`src/rtl/skid_crd_pkg.sv`:
```
// Definitions shared by both ends of the credit link (transmitter and credit skid buffer).
// CREDITS_DEFAULT must equal the receiver's buffer depth.
package skid_crd_pkg;

  localparam int CREDITS_DEFAULT = 4;

  function automatic int crd_width(input int depth);
    return $clog2(depth + 1);
  endfunction

endpackage

```
`src/rtl/crd_tx_pipe.sv`:
```
// Fixed-latency valid/data shift register between the credit gate and the link.
// Only the valid bits are reset, so a reset drops every word still in flight.
module crd_tx_pipe #(
  parameter int nb  = 40,
  parameter int LAT = 1
) (
  input  logic          aclk,
  input  logic          areset,
  input  logic          vld_i,
  input  logic [nb-1:0] dat_i,
  output logic          vld_o,
  output logic [nb-1:0] dat_o,
  output logic          busy_o
);

  logic [LAT-1:0] vld_q;
  logic [nb-1:0]  dat_q [LAT];

  always_ff @(posedge aclk) begin
    if (areset) begin
      vld_q <= '0;
    end else begin
      vld_q[0] <= vld_i;
      for (int i = 1; i < LAT; i++) vld_q[i] <= vld_q[i-1];
    end
  end

  always_ff @(posedge aclk) begin
    dat_q[0] <= dat_i;
    for (int i = 1; i < LAT; i++) dat_q[i] <= dat_q[i-1];
  end

  assign vld_o  = vld_q[LAT-1];
  assign dat_o  = dat_q[LAT-1];
  assign busy_o = |vld_q;

endmodule

```
`src/rtl/axis_crd_tx.sv`:
```
// Credit-gated AXI-Stream to valid-only link transmitter.
// Words are accepted only while a credit is held; the remote buffer returns one credit per drained word.
module axis_crd_tx
  import skid_crd_pkg::*;
#(
  parameter int n       = 5,
  parameter int nb      = n * 8,
  parameter int CREDITS = CREDITS_DEFAULT,
  parameter int LAT     = 1,
  localparam int CW     = crd_width(CREDITS)
) (
  input  logic          aclk,
  input  logic          areset,
  input  logic [nb-1:0] in_tdata,
  input  logic          in_tvalid,
  output logic          in_tready,
  output logic [nb-1:0] lnk_data,
  output logic          lnk_valid,
  input  logic          lnk_credit,
  output logic [CW-1:0] crd_level,
  output logic          crd_err,
  output logic          idle
);

  localparam logic [CW-1:0] CRD_MAX = CW'(CREDITS);

  logic [CW-1:0] crd_q, crd_d;
  logic          err_q, err_d;
  logic          accept;
  logic          pipe_busy;

  assign in_tready = ~areset & (crd_q != '0);
  assign accept    = in_tvalid & in_tready;

  // A simultaneous accept and credit return cancel out, so ready never drops at level 1.
  always_comb begin
    crd_d = crd_q;
    err_d = err_q;
    case ({accept, lnk_credit})
      2'b10: crd_d = crd_q - CW'(1);
      2'b01: begin
        if (crd_q == CRD_MAX) err_d = 1'b1;
        else                  crd_d = crd_q + CW'(1);
      end
      default: ;
    endcase
  end

  always_ff @(posedge aclk) begin
    if (areset) begin
      crd_q <= CRD_MAX;
      err_q <= 1'b0;
    end else begin
      crd_q <= crd_d;
      err_q <= err_d;
    end
  end

  crd_tx_pipe #(
    .nb (nb),
    .LAT(LAT)
  ) u_pipe (
    .aclk  (aclk),
    .areset(areset),
    .vld_i (accept),
    .dat_i (in_tdata),
    .vld_o (lnk_valid),
    .dat_o (lnk_data),
    .busy_o(pipe_busy)
  );

  assign crd_level = crd_q;
  assign crd_err   = err_q;
  assign idle      = (crd_q == CRD_MAX) & ~pipe_busy;

  a_no_underflow: assert property (@(posedge aclk) disable iff (areset) accept |-> (crd_q != '0));

endmodule

```
`config.mk`:
```
export PLATFORM = sky130hd
export DESIGN_NAME = axis_crd_tx
export DESIGN_NICKNAME = d
export VERILOG_FILES = /design/src/rtl/skid_crd_pkg.sv /design/src/rtl/crd_tx_pipe.sv /design/src/rtl/axis_crd_tx.sv
export SDC_FILE = /design/constraint.sdc
export NUM_CORES = 1
export LEC_CHECK = 0
export ABC_AREA = 1
export CAP_MARGIN = 20
export CORE_MARGIN = 2
export CORE_UTILIZATION = 31
export DETAILED_ROUTE_END_ITERATION = 10
export GPL_ROUTABILITY_DRIVEN = 1
export HOLD_SLACK_MARGIN = 0.03
export PLACE_DENSITY_LB_ADDON = 0.2
export SYNTH_ARGS = -nofsm -noshare
export SYNTH_HDL_FRONTEND = slang
export SYNTH_SLANG_ARGS = --single-unit
```
`constraint.sdc`:
```
create_clock -name aclk -period 2.2 [get_ports aclk]
set_input_delay 0.22 -clock aclk [delete_from_list [all_inputs] [get_ports aclk]]
set_output_delay 0.22 -clock aclk [all_outputs]
set_load 0.05 [all_outputs]
```
==> After elaboration in Yosys (flattened, before gate mapping) <==
Memories as Yosys holds them, arrays and structs flattened.
Cells that the tools add are included.
{ "totals": {"reg_bits": 5, "mem_bits_rw": 40, "inputBits": 44, "out_inout_bits": 47, "memories": 1} }
{ "classes": {"addsub": 2, "n_eq_ne": 4, "n_mux": 2, "bitwise": 5, "n_reduce_logical": 4} }
{ "memory_table": {"columns": ["name", "words", "word_bits", "read_ports", "rd_ports_with_merged_regs", "wr", "line", "source"], "rows": [
  ["u_pipe.dat_q", 1, 40, 1, 0, 1, "crd_tx_pipe.sv:17", "logic [nb-1:0] dat_q [LAT];"]
]} }
{ "ops": {"columns": ["op", "n"], "rows": [
  ["$pmux 3 s2", 1],
  ["$reduce_and 2->1", 2],
  ["$add 3x1->3 const B", 1],
  ["$and 1x1->1", 3],
  ["$eq 3x3->1 const B", 1],
  ["$mux 3", 1],
  ["$reduce_bool 3->1", 1],
  ["$sub 3x1->3 const B", 1],
  ["$eq 2x1->1 const B", 1],
  ["$eq 2x2->1 const B", 1],
  ["$ne 2x2->1 const B", 1],
  ["$not 1->1", 2],
  ["$reduce_bool 2->1", 1]
]} }

==> Logic depth before layout (Yosys ltp) <==
Gate-level depths: netlist of the first run.
{ "depth": {"word_depth": 6, "depth_mapped": 9} }

==> Hierarchy <==
From an unflattened synthesis of the first run, not the netlist that was laid out.
{ "unflattened": {"cells_unflattened": 82, "hier_area_um2": 1117.3} }
{ "by_module_without_submodules": {"columns": ["module", "n_inst", "cells_per_inst", "area_each_um2", "seq_area_each_um2"], "rows": [
  ["crd_tx_pipe", 1, 44, 838.3, 820.8],
  ["axis_crd_tx", 1, 38, 279.0, 80.1]
]} }

==> Least setup slack after synthesis of the first run <==
No wires, ideal clock.
{ "synth_path": {"path_kind": "reg-to-reg", "startpoint": "reg crd_q[2] (netlist: crd_level[2])", "endpoint": "reg crd_q[2] (netlist: crd_level[2])", "t_arrival_ns": 2.007, "required_ns": 2.079, "path_slack_ns": 0.071, "path_stages_with_launch": 6, "path_buffers": 0, "period_less_slack_ns": 2.129, "cell_sequence": "dfxtp_1 -> inv_1 -> a21oi_1 -> nand4_1 -> nand3_1 -> nand3_1"} }
{ "synth_via": {"elab_chain_cells": 6, "elab_cells_between_ends": 13} }
{ "synth_lines": {"columns": ["item", "line", "source"], "rows": [
  ["start, declared", "axis_crd_tx.sv:27", "logic [CW-1:0] crd_q, crd_d;"],
  ["start signal, assigned", "axis_crd_tx.sv:54", "crd_q <= crd_d;"],
  ["$reduce_bool 3->1 (*)", "axis_crd_tx.sv:32", "assign in_tready = ~areset & (crd_q != '0);"],
  ["$and 1x1->1 (*)", "axis_crd_tx.sv:32", null],
  ["via in_tready", "axis_crd_tx.sv:16", "output logic in_tready,"],
  ["$and 1x1->1 (*)", "axis_crd_tx.sv:33", "assign accept = in_tvalid & in_tready;"],
  ["$eq 2x1->1 / $eq 2x2->1 (equally long branches)", "axis_crd_tx.sv:39", "case ({accept, lnk_credit})"],
  ["$ne 2x2->1 (no source line) / $reduce_bool 2->1 (equally long branches)", null, null],
  ["$reduce_and 2->1 (no source line)", null, null]
]} }
The timed path passes the listed nets; every way through them passes the cells marked *. The select of a mux whose other input is x is not followed.
A chain may end at the register's enable or synchronous reset.

==> Worst setup path after layout of the first run <==
{ "layout_path": {"startpoint": "reg crd_q[0] (netlist: crd_level[0])", "endpoint": "out idle"} }
{ "layout_via": {"elab_chain_cells": 2} }
{ "layout_lines": {"columns": ["item", "line", "source"], "rows": [
  ["$eq 3x3->1", "axis_crd_tx.sv:74", "assign idle = (crd_q == CRD_MAX) & ~pipe_busy;"],
  ["$and 1x1->1", "axis_crd_tx.sv:74", null],
  ["end, declared", "axis_crd_tx.sv:22", "output logic idle"]
]} }
Every way passes these cells.

==> impl_metrics.toml, run 1 <==
[worst_hold_path]
min_path_type = "in2reg"

[worst_setup_path]
r2r_cells = 9
critical_path_class = "reg2out"
endpoint = "idle"
cp.arrival_ps = 1690
r2r_slack_ps = 460
worst_ep_required_time_ps = 1980
reg2reg_to = "crd_level[2]$_SDFFE_PP1P_"
timing.rr.start = "crd_level[0]$_SDFFE_PP0P_"
worstPathMaxFanout = 5
cp-start-kind = "register"
critPathCaptureType = "primary output"
crit_start = "crd_level[0]$_SDFFE_PP0P_"

[routing]
vias_per_cell = 4.12
dr_total_vias = 919
met1_length_um = 888
wirelength_mm = 2.72
wl_per_cell_um = 12.2
drc_errors = 0
maxUsedRoutingLayer = "met4"
dr.pass1.iters = 4
wl_met2_mm = 1.38
wl_met3_um = 401
first_iter_violations = 29
drt.antenna.violating_nets = 0

[yosys]
yosysMostFrequentCell = "dfxtp_1"
synth_top_area_share_pct = 82.9
synth-seq-cells = 45
synth_edf_count = 0
yosysSeqAreaShare_pct = 82.9
synth_top_area_cell = "dfxtp_1"
yosysUniqueCellTypes = 13
synthesis.nets = 124
yosysWarningCount = 0
ys.flop_type = "dfxtp_1"
syn_area_mm2 = 0.00109
synth_cells = 79
synthTopCellsByArea = "dfxtp_1 83%, nand2_1 2.8%, fa_1 1.8%, nand3_2 1.8%, inv_1 1.7%"
yosys-top-cells-count = "45 x dfxtp_1, 8 x nand2_1, 5 x inv_1"
avgSynthCellArea_um2 = 13.7
ys_async_sr_fraction_pct = 0

[grt]
grt-ovfl-total = 0
grt_pass1_wl_mm = 4.24
antenna_found_initial = 0
grt_max_degree = 15
grtUsageTotal_pct = 14.3
grt_pass1_vias = 1015

[clock_network]
cts_sinks = 45
h-tree-depth = 2
cts_setup_buffers = 0
clk_latency_ps = 350
clk_pin_slew_ps = 130
clockBufferDepth = 2
root_buffer = "clkbuf_4"
cts_tree = "built"
cts-buffers-inserted = 5

[place]
dp_slack_ps = 291
place.gp.congestion = 0.719
port_buffers = 90
place_hpwl_mm = 2.14
place_area_mm2 = 0.00204

[floorplanning]
row_count = 21
ioPinCount = 91
coreArea_mm2 = 0.00336
die-area_mm2 = 0.00399
die_w_um = 63.2
die_h_um = 63.2
start_util_pct = 32.3

[timing]
final.setup.tns_ps = 0
rsz0062_at_grt = "false"
fin_skew_ps = 5.22
period_minus_slack_ps = 1910
relSlewSlack_pct = 65.0
slew_viol_final = 0
finalCritPeriodShare_pct = 86.8
fin_ws_ps = 289
fmax_mhz = 523
setup_viol = 0
worst_slew_pin_slew_ps = 523
hold_violations = 0

[run]
cap_violations = 0

[finish]
final_area_mm2 = 0.00213
drive_gt1_share_pct = 9.60
regArea_um2 = 901
diodes = 0
multi_input_area_um2 = 163
areaGrowthSynthToFinish_pct = 96.1
nets = 221
fillers = 294

[status]
status = "complete, no violations"

[pwr]
power.density_mw_per_mm2 = 887
p_leak_nw = 0.884
vdd_ir_drop_max_mv = 0.458
## where the power goes
part,internal [mW],total [mW],switching (mW)
logic,0.184,0.475,0.292
clock network,0.270,0.523,0.253
registers,0.866,0.890,0.0242
total,1.32,1.89,0.569
## routing by layer
metal,global-route usage (%),vias up
met2,25.0,57
met5,0,-
li1,-,438
met1,12.3,418
met4,9.78,0
met3,7.86,6
## state kept, by name, summed over array words and instances (netlist names)
signal,cells
crd_level,3
u_pipe.dat_q,40
u_pipe.busy_o,1
crd_err,1
## layout by cell type, fill, tap and decap left out, types with 2 or more instances in the layout
cell type        instances
nor2_1                   4
inv_1                    5
dfxtp_1                 45
nand2_2                  2
nand4_1                  3
nand3_1                  3
nand3_2                  2
nor2_2                   3
nand2_1                  8
clkdlybuf4s50_1         88
clkbuf_4                 5
## worst min-delay path by stage
stage	startpoint	cells after the start	slack (ps)	to
finish	in_tdata[23]	1	290	u_pipe.dat_q[0][23]$_DFF_P_
global route	in_tdata[23]	1	260	u_pipe.dat_q[0][23]$_DFF_P_
CTS	in_tdata[18]	1	270	u_pipe.dat_q[0][18]$_DFF_P_
detailed placement	crd_err$_SDFFE_PP0P_	1	480	crd_err$_SDFFE_PP0P_
global placement	crd_err$_SDFFE_PP0P_	1	460	crd_err$_SDFFE_PP0P_
floorplan	in_tdata[0]	0	250	u_pipe.dat_q[0][0]$_DFF_P_
## area by class of cell
class | count | area share (%)
clock buffer | 6 | 2.41
clock inverter | 2 | 1.76
inverter | 6 | 1.06
multi-input combinational | 28 | 7.64
sequential | 45 | 42.3
tap | 46 | 2.70
timing repair buffer | 90 | 42.1
## cell families after synthesis
| group | synth area share, % |
|---|---|
| buffers and inverters | 2.07 |
| AND/OR/NAND/NOR | 12.0 |
| adder cells (fa/ha/maj) | 1.84 |
| flip-flops | 82.9 |
| AO/OA/AOI/OAI | 1.15 |
## per-stage QoR
step | power, mW | std cells | hold WS (ps) | util (%)
after global placement | 1.38 | 215 | 458 | 60.7
final | 1.89 | 223 | 291 | 63.3
after CTS | 1.91 | 223 | 272 | 63.3
after floorplan | 1.18 | 79 | 248 | -
after detailed placement | 1.39 | 215 | 481 | 60.7
after global routing | 1.97 | 223 | 257 | 63.3
## worst max-delay path, cell delays in order, from the launching register on
cell,delay [ps]
dfxtp_1,390
nor2_2,190
nand2_1,140
nor2_1,100
dlygate4sd2_1,530
## timing repair
item | in CTS | in global routing
hold buffers | 0 | 0
resized for setup | 1 | 0
hold endpoints to repair | 0 | 0
endpoints found under the setup margin | 1 | 0
(Power assumes the default switching activity.)
==> inputs of run 2 (changes only) <==
--- a/config.mk
+++ b/config.mk
@@ -13,6 +13,7 @@
 export GPL_ROUTABILITY_DRIVEN = 1
 export HOLD_SLACK_MARGIN = 0.03
 export PLACE_DENSITY_LB_ADDON = 0.2
+export SLEW_MARGIN = 20
 export SYNTH_ARGS = -nofsm -noshare
 export SYNTH_HDL_FRONTEND = slang
 export SYNTH_SLANG_ARGS = --single-unit
==> results of run 2 <==
Same layout as run 1: the final DEF is identical, and so are final timing and power.
==> inputs of run 3 (changes only) <==
--- a/config.mk
+++ b/config.mk
@@ -17,3 +17,4 @@
 export SYNTH_ARGS = -nofsm -noshare
 export SYNTH_HDL_FRONTEND = slang
 export SYNTH_SLANG_ARGS = --single-unit
+export TNS_END_PERCENT = 5
==> results of run 3 <==
Same layout as run 1: the final DEF is identical, and so are final timing and power.
